File: src/rtl/usb_buffer_pkg.sv
// Shared types and sizing for the USB packet-path byte buffer.
package usb_buffer_pkg;

    localparam int DATA_W = 8;
    localparam int DEPTH  = 64;
    localparam int CNT_W  = $clog2(DEPTH) + 1;
    localparam int PTR_W  = $clog2(DEPTH);

    typedef logic [DATA_W-1:0] buf_byte_t;
    typedef logic [CNT_W-1:0]  buf_cnt_t;
    typedef logic [PTR_W-1:0]  buf_ptr_t;

    localparam buf_cnt_t CNT_ZERO = buf_cnt_t'(0);
    localparam buf_cnt_t CNT_ONE  = buf_cnt_t'(1);
    localparam buf_cnt_t CNT_FULL = buf_cnt_t'(DEPTH);
    localparam buf_ptr_t PTR_ZERO = buf_ptr_t'(0);

    // DEPTH is a power of two, so the natural pointer overflow is the wrap.
    function automatic buf_ptr_t ptr_inc(input buf_ptr_t p);
        return p + buf_ptr_t'(1);
    endfunction

endpackage

File: src/rtl/usb_data_buffer_if.sv
// Producer/consumer handshake bundle of the USB data buffer.
interface usb_data_buffer_if;
    import usb_buffer_pkg::*;

    logic      flush;
    logic      wr_en;
    buf_byte_t wr_data;
    logic      rd_en;
    buf_byte_t rd_data;
    logic      rd_valid;
    buf_cnt_t  occupancy;
    logic      full;
    logic      empty;
    logic      overflow_err;
    logic      underflow_err;

    // Protocol side: drives requests, observes data and status.
    modport master (
        output flush, wr_en, wr_data, rd_en,
        input  rd_data, rd_valid, occupancy, full, empty,
               overflow_err, underflow_err
    );

    // Buffer side.
    modport slave (
        input  flush, wr_en, wr_data, rd_en,
        output rd_data, rd_valid, occupancy, full, empty,
               overflow_err, underflow_err
    );
endinterface

File: src/rtl/usb_buffer_mem.sv
// DEPTH x DATA_W storage with one write port and one registered read port.
// Storage is never reset; only the read register is.
module usb_buffer_mem
    import usb_buffer_pkg::*;
(
    input  logic      clk,
    input  logic      rst,
    input  logic      we,
    input  buf_ptr_t  waddr,
    input  buf_byte_t wdata,
    input  logic      re,
    input  buf_ptr_t  raddr,
    output buf_byte_t rd_data
);

    buf_byte_t mem_q [DEPTH];
    buf_byte_t rd_data_q;
    buf_byte_t rd_data_d;

    // Write port: one entry per accepted push.
    always_ff @(posedge clk) begin
        if (we) begin
            mem_q[waddr] <= wdata;
        end
    end

    // Read register loads on an accepted pop, otherwise holds its byte.
    always_comb begin
        rd_data_d = rd_data_q;
        if (re) begin
            rd_data_d = mem_q[raddr];
        end else begin
            rd_data_d = rd_data_q;
        end
    end

    // Read register state.
    always_ff @(posedge clk) begin
        if (rst) begin
            rd_data_q <= buf_byte_t'(0);
        end else begin
            rd_data_q <= rd_data_d;
        end
    end

    assign rd_data = rd_data_q;

endmodule

File: src/rtl/usb_data_buffer.sv
// 64-byte single-clock FIFO for the USB packet path. Pointers, occupancy,
// status flags and sticky errors live here; storage is in usb_buffer_mem.
module usb_data_buffer
    import usb_buffer_pkg::*;
(
    input  logic               clk,
    input  logic               rst,
    usb_data_buffer_if.slave   bus
);

    buf_ptr_t wr_ptr_q, wr_ptr_d;
    buf_ptr_t rd_ptr_q, rd_ptr_d;
    buf_cnt_t occ_q, occ_d;
    logic     rd_valid_q, rd_valid_d;
    logic     ovf_q, ovf_d;
    logic     unf_q, unf_d;

    logic     empty_s, full_s;
    logic     rd_acc_s, wr_acc_s;
    logic     mem_we_s, mem_re_s;
    buf_byte_t mem_rd_data_s;

    // Status decode and accept rules; a pop frees the slot a same-cycle push needs when full.
    always_comb begin
        empty_s  = (occ_q == CNT_ZERO);
        full_s   = (occ_q == CNT_FULL);
        rd_acc_s = bus.rd_en && !empty_s;
        wr_acc_s = bus.wr_en && (!full_s || rd_acc_s);
        // Flush discards whatever the cycle carried; reset is handled by the registers.
        mem_we_s = wr_acc_s && !bus.flush && !rst;
        mem_re_s = rd_acc_s && !bus.flush && !rst;
    end

    // Next-state for pointers, occupancy, read-valid and sticky errors.
    always_comb begin
        wr_ptr_d   = wr_ptr_q;
        rd_ptr_d   = rd_ptr_q;
        occ_d      = occ_q;
        rd_valid_d = 1'b0;
        ovf_d      = ovf_q;
        unf_d      = unf_q;
        if (bus.flush) begin
            wr_ptr_d   = PTR_ZERO;
            rd_ptr_d   = PTR_ZERO;
            occ_d      = CNT_ZERO;
            rd_valid_d = 1'b0;
            ovf_d      = 1'b0;
            unf_d      = 1'b0;
        end else begin
            if (wr_acc_s) begin
                wr_ptr_d = ptr_inc(wr_ptr_q);
            end else begin
                wr_ptr_d = wr_ptr_q;
            end
            if (rd_acc_s) begin
                rd_ptr_d   = ptr_inc(rd_ptr_q);
                rd_valid_d = 1'b1;
            end else begin
                rd_ptr_d   = rd_ptr_q;
                rd_valid_d = 1'b0;
            end
            case ({wr_acc_s, rd_acc_s})
                2'b10:   occ_d = occ_q + CNT_ONE;
                2'b01:   occ_d = occ_q - CNT_ONE;
                default: occ_d = occ_q;
            endcase
            if (bus.wr_en && !wr_acc_s) begin
                ovf_d = 1'b1;
            end else begin
                ovf_d = ovf_q;
            end
            if (bus.rd_en && !rd_acc_s) begin
                unf_d = 1'b1;
            end else begin
                unf_d = unf_q;
            end
        end
    end

    // Control state registers with synchronous reset.
    always_ff @(posedge clk) begin
        if (rst) begin
            wr_ptr_q   <= PTR_ZERO;
            rd_ptr_q   <= PTR_ZERO;
            occ_q      <= CNT_ZERO;
            rd_valid_q <= 1'b0;
            ovf_q      <= 1'b0;
            unf_q      <= 1'b0;
        end else begin
            wr_ptr_q   <= wr_ptr_d;
            rd_ptr_q   <= rd_ptr_d;
            occ_q      <= occ_d;
            rd_valid_q <= rd_valid_d;
            ovf_q      <= ovf_d;
            unf_q      <= unf_d;
        end
    end

    usb_buffer_mem u_mem (
        .clk     (clk),
        .rst     (rst),
        .we      (mem_we_s),
        .waddr   (wr_ptr_q),
        .wdata   (bus.wr_data),
        .re      (mem_re_s),
        .raddr   (rd_ptr_q),
        .rd_data (mem_rd_data_s)
    );

    assign bus.rd_data       = mem_rd_data_s;
    assign bus.rd_valid      = rd_valid_q;
    assign bus.occupancy     = occ_q;
    assign bus.full          = full_s;
    assign bus.empty         = empty_s;
    assign bus.overflow_err  = ovf_q;
    assign bus.underflow_err = unf_q;

endmodule

File: src/flat_wrapper.sv
// flat-port wrapper written by rule: the top's interface ports become plain ports
module usb_data_buffer_flat import usb_buffer_pkg::*;
  (clk, rst, bus_flush, bus_wr_en, bus_wr_data, bus_rd_en, bus_rd_data, bus_rd_valid, bus_occupancy, bus_full, bus_empty, bus_overflow_err, bus_underflow_err);
  usb_data_buffer_if bus_i ();
  input  logic clk;
  input  logic rst;
  input wire logic [$bits(bus_i.flush)-1:0] bus_flush;
  input wire logic [$bits(bus_i.wr_en)-1:0] bus_wr_en;
  input wire logic [$bits(bus_i.wr_data)-1:0] bus_wr_data;
  input wire logic [$bits(bus_i.rd_en)-1:0] bus_rd_en;
  output wire logic [$bits(bus_i.rd_data)-1:0] bus_rd_data;
  output wire logic [$bits(bus_i.rd_valid)-1:0] bus_rd_valid;
  output wire logic [$bits(bus_i.occupancy)-1:0] bus_occupancy;
  output wire logic [$bits(bus_i.full)-1:0] bus_full;
  output wire logic [$bits(bus_i.empty)-1:0] bus_empty;
  output wire logic [$bits(bus_i.overflow_err)-1:0] bus_overflow_err;
  output wire logic [$bits(bus_i.underflow_err)-1:0] bus_underflow_err;
  assign bus_i.flush = bus_flush;
  assign bus_i.wr_en = bus_wr_en;
  assign bus_i.wr_data = bus_wr_data;
  assign bus_i.rd_en = bus_rd_en;
  assign bus_rd_data = bus_i.rd_data;
  assign bus_rd_valid = bus_i.rd_valid;
  assign bus_occupancy = bus_i.occupancy;
  assign bus_full = bus_i.full;
  assign bus_empty = bus_i.empty;
  assign bus_overflow_err = bus_i.overflow_err;
  assign bus_underflow_err = bus_i.underflow_err;
  usb_data_buffer u_core (.clk(clk), .rst(rst), .bus(bus_i));
endmodule
File: config.mk
export PLATFORM = sky130hd
export DESIGN_NAME = usb_data_buffer_flat
export DESIGN_NICKNAME = d
export VERILOG_FILES = /design/src/rtl/usb_buffer_pkg.sv /design/src/rtl/usb_data_buffer_if.sv /design/src/rtl/usb_buffer_mem.sv /design/src/rtl/usb_data_buffer.sv /design/src/flat_wrapper.sv
export SDC_FILE = /design/constraint.sdc
export NUM_CORES = 1
export LEC_CHECK = 0
export BUFFER_PORTS_ARGS = -buffer_cell sky130_fd_sc_hd__buf_2
export CELL_PAD_IN_SITES_DETAIL_PLACEMENT = 1
export CELL_PAD_IN_SITES_GLOBAL_PLACEMENT = 2
export CORE_ASPECT_RATIO = 1.25
export CORE_UTILIZATION = 30
export DETAILED_ROUTE_END_ITERATION = 10
export PLACE_DENSITY = 0.64
export SYNTH_ARGS = -nofsm -noshare
export SYNTH_HDL_FRONTEND = slang
export SYNTH_HIERARCHICAL = 1
export SYNTH_SLANG_ARGS = --single-unit
File: constraint.sdc
create_clock -name clk -period 3.4 [get_ports clk]
set_input_delay 0.68 -clock clk [delete_from_list [all_inputs] [get_ports clk]]
set_output_delay 0.68 -clock clk [all_outputs]
set_load 0.05 [all_outputs]
==> results.json, run 1 <==
{
  "ir_drop_uv": 345,
  "grt.total_usage": 0.155,
  "cts.sinks": 542,
  "worstSetupPathType": "reg -> out",
  "dr.pass1.iters": 5,
  "power.total_mw": 13.7,
  "required_ns": 2.72,
  "slew_violations": 0,
  "core_um2": 70600,
  "dieHeight_um": 301,
  "skew_ns": 0.0337,
  "yosysTopAreaCell": "edfxtp_1",
  "remaining_drc_errors": 0,
  "post_cts_resized": 0,
  "initial_utilization": 0.303,
  "synth-simple-area-share": 0.0502,
  "synthArstFlopShare": 0,
  "syn2layout_area_growth_pct": 16.6,
  "max_slew_margin": 0.356,
  "min_from": "bus_flush",
  "gp_congestion": 0.812,
  "ys_ff_latch": 542,
  "routed-via-count": 11353,
  "cts-buffers-inserted": 51,
  "reg2reg_to": "u_core/u_mem/rd_data[5]$_SDFFE_PP0P_",
  "max_stage_delay_ns": 0.50,
  "ios": 33,
  "min_period_ns": 2.80,
  "clock_path_buffers": 3,
  "reg2reg_slack_ns": 0.68,
  "synth-xor-area-share": 0.00490,
  "p_int_mw": 10.8,
  "crit_start": "u_core/bus.occupancy[0]$_SDFFE_PP0P_",
  "nFillCells": 7197,
  "status": "complete, no violations",
  "nets": 1328,
  "synth_area_um2": 21400,
  "syn-instance-count": 1186,
  "diodes": 0,
  "hold_path_end": "u_core/bus.overflow_err$_SDFFE_PP0P_",
  "critPathSlowestCell": "nor4_4",
  "ys_seq_area_frac": 0.745,
  "vias_per_cell": 4.96,
  "drive_above_1_share": 0.210,
  "critPathArrivalTime_ns": 2.12,
  "synth_edf_count": 512,
  "clk_pin_slew_ns": 0.06,
  "r2r_cells": 5,
  "synth_warnings": 6,
  "die_x_um": 241,
  "cts.root.buffer_cell": "clkbuf_16",
  "overflow": 0,
  "power.density_nw_per_um2": 549,
  "h-tree-depth": 2,
  "hold_path.class": "in -> reg",
  "rr_startpoint": "u_core/rd_ptr_q[0]$_SDFFE_PP0N_",
  "p_sw_frac": 0.215,
  "cts_tree": "done",
  "synth_top_family_by_area": "multiplexers",
  "yosys-top-cells-area": "edfxtp_1, mux2i_1, mux4_2",
  "cts_setup_buffers": 0,
  "end_kind": "output pin",
  "syn_avg_cell_area_um2": 18.1,
  "pwr-share-clk": 0.425,
  "multi_input_area_um2": 5100,
  "cp-start-kind": "register",
  "setup_viol": 0,
  "clk_latency_ns": 0.62,
  "fmax_mhz": 358,
  "synth-compound-area-share": 0.0459,
  "power_frac_comb": 0.040,
  "pwr-share-seq": 0.535,
  "crit_fanout": 6,
  "grt_max_degree": 65,
  "worst_pin_slew_ns": 0.966,
  "power.switching_mw": 2.95,
  "rsz0062_at_grt": "no",
  "whs_path_depth": 3,
  "wirelength_mm": 55.2,
  "setup_tns_ns": 0,
  "die-area_um2": 72500,
  "drtIter0Drc": 789,
  "crit_chain": "nor4_4 > and2_1 > buf_2",
  "hpwl_mm": 35.7,
  "ant_nets": 0,
  "antenna_found_initial": 1,
  "synthMuxAreaShare": 0.131,
  "grt_pass1_wl_mm": 82.2,
  "port_buffers": 32,
  "final.period_utilization": 0.823,
  "power_leakage_nw": 7.65,
  "final_common_cell": "edfxtp_1",
  "wl_per_cell_um": 24.1,
  "final_cell_mix": "edfxtp_1, mux2i_1, buf_4",
  "syn_nets": 1207,
  "finalHoldViolations": 0,
  "row_count": 109,
  "regArea_um2": 16000,
  "cap_violations": 0,
  "holdBufCountCts": 0,
  "grt_pass1_vias": 12092,
  "ys.flop_type": "edfxtp_1",
  "synthAdderAreaFrac": 0.00502,
  "synth.distinct_cells": 51,
  "synth_top_area_frac": 0.717
}
==> layout make-up <==
type	instances	share of cell area
clock buffer	59	0.0531
multi-input combinational	568	0.204
inverter	9	0.00135
sequential	542	0.639
clock inverter	34	0.0150
timing repair buffer	135	0.0399
tap	943	0.0472
==> flip-flops by register name, indices dropped and copies added, names as in the netlist <==
register and count:
u_core/bus.rd_valid 1, u_core/wr_ptr_q 6, u_core/bus.occupancy 7, u_core/u_mem/mem_q 512, u_core/bus.overflow_err 1, u_core/rd_ptr_q 6, u_core/u_mem/rd_data 8, u_core/bus.underflow_err 1
==> power by group through the flow <==
stage          clock network [mW]  logic, mW  registers, mW
6_report                     5.83      0.544           7.34
5_1_grt                      6.18      0.583           7.34
4_1_cts                      5.97      0.554           7.34
3_5_place_dp                    0      0.553           7.49
3_3_place_gp                    0      0.543           7.49
2_1_floorplan                   0      0.286           7.50
==> synthesized netlist by cell type (3+ instances only) <==
cell type	instances
buf_1	4
inv_1	9
nand3_1	40
nor2b_1	7
edfxtp_1	512
buf_6	5
mux4_1	8
buf_2	30
nor3b_1	10
nand2b_1	3
a22oi_1	96
nand4_1	21
clkbuf_1	27
a21oi_1	7
ha_1	7
o21ai_0	4
a221o_1	9
nor3_1	9
xor2_1	5
mux4_2	56
nor2_1	95
xnor2_1	7
mux2i_1	134
dfxtp_1	30
nand2_1	17
==> metrics by stage <==
step	area, µm²	hold slack, ns	std cells	utilization	setup WS [ns]
2_1_floorplan	21400	0.465	1186	-	0.460
3_3_place_gp	23300	0.459	2197	0.330	0.486
3_5_place_dp	23300	0.461	2197	0.330	0.413
4_1_cts	25000	0.309	2290	0.354	0.562
5_1_grt	25000	0.339	2290	0.354	0.484
6_report	25000	0.338	2290	0.354	0.603
==> worst max-delay path by stage <==
| stage | to | cells after the start |
|---|---|---|
| 2_1_floorplan | u_core/u_mem/mem_q[48][0]$_DFFE_PP_ | 7 |
| 3_3_place_gp | u_core/bus.occupancy[6]$_SDFFE_PP0P_ | 9 |
| 3_5_place_dp | u_core/u_mem/mem_q[2][1]$_DFFE_PP_ | 8 |
| 4_1_cts | bus_empty | 3 |
| 5_1_grt | bus_empty | 3 |
| 6_report | bus_empty | 3 |
==> critical path, delay by kind of cell, from the launching register on <==
family | cells | cell delay, ns
and+or+nand+nor | 2 | 0.82
DFF | 1 | 0.39
buffers and inverters | 1 | 0.31
==> metal layers <==
| layer | share of wire | up-vias | global-route usage |
|---|---|---|---|
| li1 | - | 5028 | - |
| met1 | 0.43 | 6007 | 0.203 |
| met2 | 0.51 | 245 | 0.266 |
| met3 | 0.040 | 73 | 0.0214 |
| met4 | 0.026 | 0 | 0.0470 |
| met5 | 0 | - | 0 |
==> cells by family after synthesis <==
| group | count (synthesis) |
|---|---|
| DFF | 542 |
| and+or+nand+nor | 220 |
| muxes | 198 |
| AOI/OAI and AO/OA | 130 |
| buffers and inverters | 76 |
| xor gates and xnor gates | 12 |
| adders and majority gates | 8 |
Power figures use the tool's default switching activity.
==> run 2, diff against run 1 <==
==> constraint.sdc (replaced) <==
create_clock -name clk -period 2.6 [get_ports clk]
set_input_delay 0.52 -clock clk [delete_from_list [all_inputs] [get_ports clk]]
set_output_delay 0.52 -clock clk [all_outputs]
set_load 0.05 [all_outputs]
==> run 2 against run 1 <==
Hold slack got worse by 0.18 ns. Worst setup slack got worse by 0.51 ns. Routed wire length fell by 3.5%. Register-to-register slack got worse by 0.58 ns. Clock power rose by 29%. Critical endpoint is now bus_full.
==> results.json, run 2 (synthesis gave the netlist of run 1 again) <==
{
  "grt_max_degree": 65,
  "final_cell_mix": "edfxtp_1, mux2i_1, buf_4",
  "crit_chain": "nor4_4 > buf_4 > nand2_2 > nor2_1 > buf_2",
  "critPathArrivalTime_ns": 1.99,
  "die_x_um": 241,
  "rr_startpoint": "u_core/bus.occupancy[5]$_SDFFE_PP0P_",
  "wl_per_cell_um": 22.8,
  "die-area_um2": 72500,
  "setup_viol": 0,
  "required_ns": 2.08,
  "crit_fanout": 5,
  "fmax_mhz": 399,
  "status": "complete, no violations",
  "hpwl_mm": 35.3,
  "cts-buffers-inserted": 52,
  "power.density_nw_per_um2": 703,
  "ios": 33,
  "cts.sinks": 542,
  "grt.total_usage": 0.149,
  "clk_pin_slew_ns": 0.06,
  "ir_drop_uv": 540,
  "end_kind": "output pin",
  "antenna_found_initial": 0,
  "dieHeight_um": 301,
  "remaining_drc_errors": 0,
  "finalHoldViolations": 0,
  "largest_reg_flops": 512,
  "h-tree-depth": 2,
  "skew_ns": 0.0403,
  "drtIter0Drc": 627,
  "grt_pass1_wl_mm": 79.3,
  "stdcell_area_um2": 25500,
  "min_from": "bus_flush",
  "placed_area_um2": 23800,
  "place_ws_ns": 0.0415,
  "hold_path.class": "in -> reg",
  "overflow": 0,
  "cp-start-kind": "register",
  "slew_violations": 0,
  "regMostFlops": "u_core/u_mem/mem_q",
  "reg2reg_slack_ns": 0.10,
  "cts.root.buffer_cell": "clkbuf_16",
  "instances_no_fill": 2330,
  "vias_per_cell": 4.89,
  "cap_violations": 0,
  "cts_tree": "done",
  "whs_path_depth": 3,
  "max_slew_margin": 0.200,
  "nFillCells": 7198,
  "worst_pin_slew_ns": 1.20,
  "regArea_um2": 16000,
  "routed-via-count": 11387,
  "setup_ws_ns": 0.0923,
  "hold_path_end": "u_core/bus.overflow_err$_SDFFE_PP0P_",
  "final.period_utilization": 0.965,
  "rsz0062_at_grt": "no",
  "drive_above_1_share": 0.242,
  "max_stage_delay_ns": 0.39,
  "critPathSlowestCell": "nor4_4",
  "gp_congestion": 0.782,
  "dp.cells": 2236,
  "fin_hold_ws_ns": 0.154,
  "r2r_cells": 9,
  "reg2reg_to": "u_core/bus.occupancy[6]$_SDFFE_PP0P_",
  "port_buffers": 32,
  "cts_setup_buffers": 0,
  "worstSetupPathType": "reg -> out",
  "clk_latency_ns": 0.62,
  "power_leakage_nw": 7.89,
  "setup_tns_ns": 0,
  "row_count": 109,
  "wirelength_mm": 53.2,
  "initial_utilization": 0.303,
  "multi_input_area_um2": 5140,
  "dr.pass1.iters": 5,
  "holdBufCountCts": 0,
  "nets": 1368,
  "min_period_ns": 2.51,
  "final_common_cell": "edfxtp_1",
  "clock_path_buffers": 3,
  "core_um2": 70600,
  "syn2layout_area_growth_pct": 18.9,
  "ant_nets": 0,
  "grt_pass1_vias": 12188
}
run 2: changes by cell type in the layout (fill, tap and decap cells not counted), moves of 3 or more:
cell,before,now
nor2_1,94,81
buf_12,5,19
buf_4,99,123
clkbuf_1,6,11
nor2_2,1,14
clkinv_2,11,14
clkinv_4,4,0
run 2: report_power, final:
group | switching (mW) | total (mW) | internal, mW | leakage, nW
Clock | 3.24 | 7.52 | 4.28 | 0.823
Combinational | 0.505 | 0.794 | 0.290 | 2.22
Sequential | 0.0322 | 9.59 | 9.56 | 4.85
run 2: final cells by class:
class                           instances  area share
Sequential cell                       542       0.627
Multi-Input combinational cell        568       0.202
Timing Repair Buffer                  174      0.0577
Clock buffer                           63      0.0527
Tap cell                              943      0.0463
Clock inverter                         29      0.0131
Inverter                                9     0.00133
Antenna cell                            2    0.000196
run 2: critical path, delay by kind of cell (launching register included):
family | cells | cell delay [ns]
buffers and inverters | 2 | 0.47
DFF | 1 | 0.34
and+or+nand+nor | 3 | 0.58
run 2: worst max path at each step:
stage	startpoint	end	slack, ns	cells past startpoint
4_1_cts	u_core/bus.occupancy[2]$_SDFFE_PP0P_	bus_empty	0.02	5
2_1_floorplan	rst	u_core/u_mem/mem_q[62][0]$_DFFE_PP_	-0.07	7
5_1_grt	u_core/bus.occupancy[6]$_SDFFE_PP0P_	u_core/bus.occupancy[6]$_SDFFE_PP0P_	0.01	9
3_3_place_gp	rst	u_core/u_mem/mem_q[54][1]$_DFFE_PP_	0.07	8
6_report	u_core/bus.occupancy[5]$_SDFFE_PP0P_	bus_full	0.09	5
3_5_place_dp	rst	u_core/u_mem/mem_q[54][1]$_DFFE_PP_	0.04	8
run 2: repair_timing:
item                       CTS  global route
resized for setup            2             2
pin swaps                    1             1
gates cloned                 0             0
setup endpoints to repair    1           237
run 2: layer usage:
layer / routed length, µm / track usage
met1: 23200 / 0.193
met2: 27000 / 0.259
met3: 1700 / 0.0213
met4: 1280 / 0.0443
met5: 0 / 0
run 2: metrics by stage:
stage / power (mW) / utilization
3_5_place_dp: 10.6 / 0.337
6_report: 17.9 / 0.361
2_1_floorplan: 10.2 / -
3_3_place_gp: 10.6 / 0.337
4_1_cts: 18.1 / 0.361
5_1_grt: 18.4 / 0.361
==> run 3, diff against run 2 <==
--- a/config.mk
+++ b/config.mk
@@ -5,7 +5,7 @@
 export SDC_FILE = /design/constraint.sdc
 export NUM_CORES = 1
 export LEC_CHECK = 0
-export BUFFER_PORTS_ARGS = -buffer_cell sky130_fd_sc_hd__buf_2
+export BUFFER_PORTS_ARGS = -buffer_cell sky130_fd_sc_hd__buf_4
 export CELL_PAD_IN_SITES_DETAIL_PLACEMENT = 1
 export CELL_PAD_IN_SITES_GLOBAL_PLACEMENT = 2
 export CORE_ASPECT_RATIO = 1.25
==> run 3 against run 2 <==
Clock skew is 0.013 ns lower. Cell count is 0.69% lower. Clock power grew 2%. Die area is the same. Total power increased by 0.63%. Worst setup slack improved by 0.052 ns. Routed wire length increased by 0.91%. Maximum frequency is 2.1% higher. Combinational power is 3.3% lower. Register-to-register slack gained 0.11 ns. Critical path type unchanged. Largest cell class unchanged. Highest routed layer unchanged.
==> results.json, run 3 (synthesis gave the netlist of run 1 again) <==
{
  "cts_tree": "done",
  "status": "complete, no violations",
  "power.total_mw": 18.0,
  "pwr-share-seq": 0.532,
  "final_common_cell": "edfxtp_1",
  "worstSetupPathType": "reg -> out",
  "power.density_nw_per_um2": 706,
  "dr.pass1.iters": 4,
  "grt_max_degree": 65,
  "cts_setup_buffers": 0,
  "drive_above_1_share": 0.234,
  "crit_fanout": 5,
  "skew_ns": 0.0268,
  "required_ns": 2.08,
  "post_cts_resized": 0,
  "pwr-share-clk": 0.425,
  "final_util": 0.361,
  "wl_per_cell_um": 23.2,
  "holdBufCountCts": 0,
  "h-tree-depth": 2,
  "fmax_mhz": 407,
  "ios": 33,
  "row_count": 109,
  "dp.cells": 2216,
  "drtIter0Drc": 576,
  "port_buffers": 32,
  "die-area_um2": 72500,
  "initial_utilization": 0.303,
  "cts.sinks": 542,
  "clk_pin_slew_ns": 0.06,
  "clk_latency_ns": 0.63,
  "clock_path_buffers": 3,
  "min_period_ns": 2.46,
  "critPathArrivalTime_ns": 1.94,
  "diodes": 0,
  "end_kind": "output pin",
  "wirelength_mm": 53.7,
  "routed-via-count": 11327,
  "regMostFlops": "u_core/u_mem/mem_q",
  "setup_viol": 0,
  "dieHeight_um": 301,
  "instances_no_fill": 2314,
  "grt_pass1_vias": 12049,
  "antenna_found_initial": 1,
  "slew_violations": 0,
  "nets": 1349,
  "vias_per_cell": 4.89,
  "remaining_drc_errors": 0,
  "final.period_utilization": 0.944,
  "ant_nets": 0,
  "gp_congestion": 0.795,
  "p_int_mw": 14.1,
  "cts.root.buffer_cell": "clkbuf_16",
  "overflow": 0,
  "core_um2": 70600,
  "die_x_um": 241,
  "grt.total_usage": 0.149,
  "ir_drop_uv": 561,
  "hpwl_mm": 34.1,
  "largest_reg_flops": 512,
  "power_leakage_nw": 7.82,
  "final_cell_mix": "edfxtp_1, mux2i_1, buf_4",
  "cp-start-kind": "register",
  "power.switching_mw": 3.89,
  "grt_pass1_wl_mm": 80.0,
  "cap_violations": 0,
  "finalHoldViolations": 0,
  "syn2layout_area_growth_pct": 19.0,
  "power_frac_comb": 0.043,
  "hold_path.class": "in -> reg",
  "max_slew_margin": 0.429,
  "p_sw_frac": 0.216,
  "rsz0062_at_grt": "no",
  "cts-buffers-inserted": 53,
  "worst_pin_slew_ns": 0.853
}
==> run 3: cell count changes in the layout (fill, tap and decap cells not counted), sizes merged <==
cell	before	now
inv	10	12
buf	174	154
clkinv	20	16
clkbuf	63	70
bufinv	6	4
diode	2	0
clkinvlp	2	5
==> run 3: power by group through the flow <==
stage	clock, mW	sequential [mW]	combinational, mW
2_1_floorplan	0	9.81	0.375
3_3_place_gp	0	9.78	0.766
3_5_place_dp	0	9.78	0.782
4_1_cts	7.89	9.59	0.784
5_1_grt	8.16	9.59	0.827
6_report	7.66	9.59	0.768
==> run 3: through the flow <==
| stage | setup TNS [ns] | hold WS (ns) | area [µm²] | setup WS [ns] |
|---|---|---|---|---|
| final | 0 | 0.132 | 25500 | 0.145 |
| after detailed placement | 0 | 0.463 | 23800 | 0.0743 |
| after CTS | 0 | 0.0943 | 25500 | 0.000613 |
| after floorplan | -8.56 | 0.465 | 21500 | -0.0723 |
| after global routing | 0 | 0.125 | 25500 | 0.0159 |
| after global placement | 0 | 0.462 | 23800 | 0.100 |
==> run 3: area by class of cell <==
type | count | area [µm²]
clock buffers | 70 | 1430
well taps | 943 | 1180
clock inverters | 28 | 307
multi-input cells | 568 | 5150
fillers | 7186 | 45100
flip-flops and latches | 542 | 16000
repair buffers | 154 | 1420
inverters | 9 | 33.8
==> run 3: routing by layer <==
metal / track usage / vias to the layer above / wire (µm)
met2: 0.257 / 181 / 27500
li1: - / 5071 / -
met1: 0.197 / 6016 / 23600
met4: 0.0372 / 0 / 932
met3: 0.0217 / 59 / 1750
met5: 0 / - / 0
==> run 3: critical path: stages (launching register included) <==
cell and delay, ns:
dfxtp_1 0.36, nor4_4 0.34, buf_4 0.19, and2_2 0.21, buf_4 0.22
==> run 3: worst paths after layout <==
kind	start	endpoint	slack [ns]	cells past startpoint
hold reg to reg	u_core/bus.overflow_err$_SDFFE_PP0P_	u_core/bus.overflow_err$_SDFFE_PP0P_	0.48	1
setup / recovery	u_core/bus.occupancy[5]$_SDFFE_PP0P_	bus_empty	0.14	4
setup reg to reg	u_core/bus.occupancy[5]$_SDFFE_PP0P_	u_core/u_mem/mem_q[50][7]$_DFFE_PP_	0.21	9
hold / removal	bus_flush	u_core/bus.overflow_err$_SDFFE_PP0P_	0.13	3
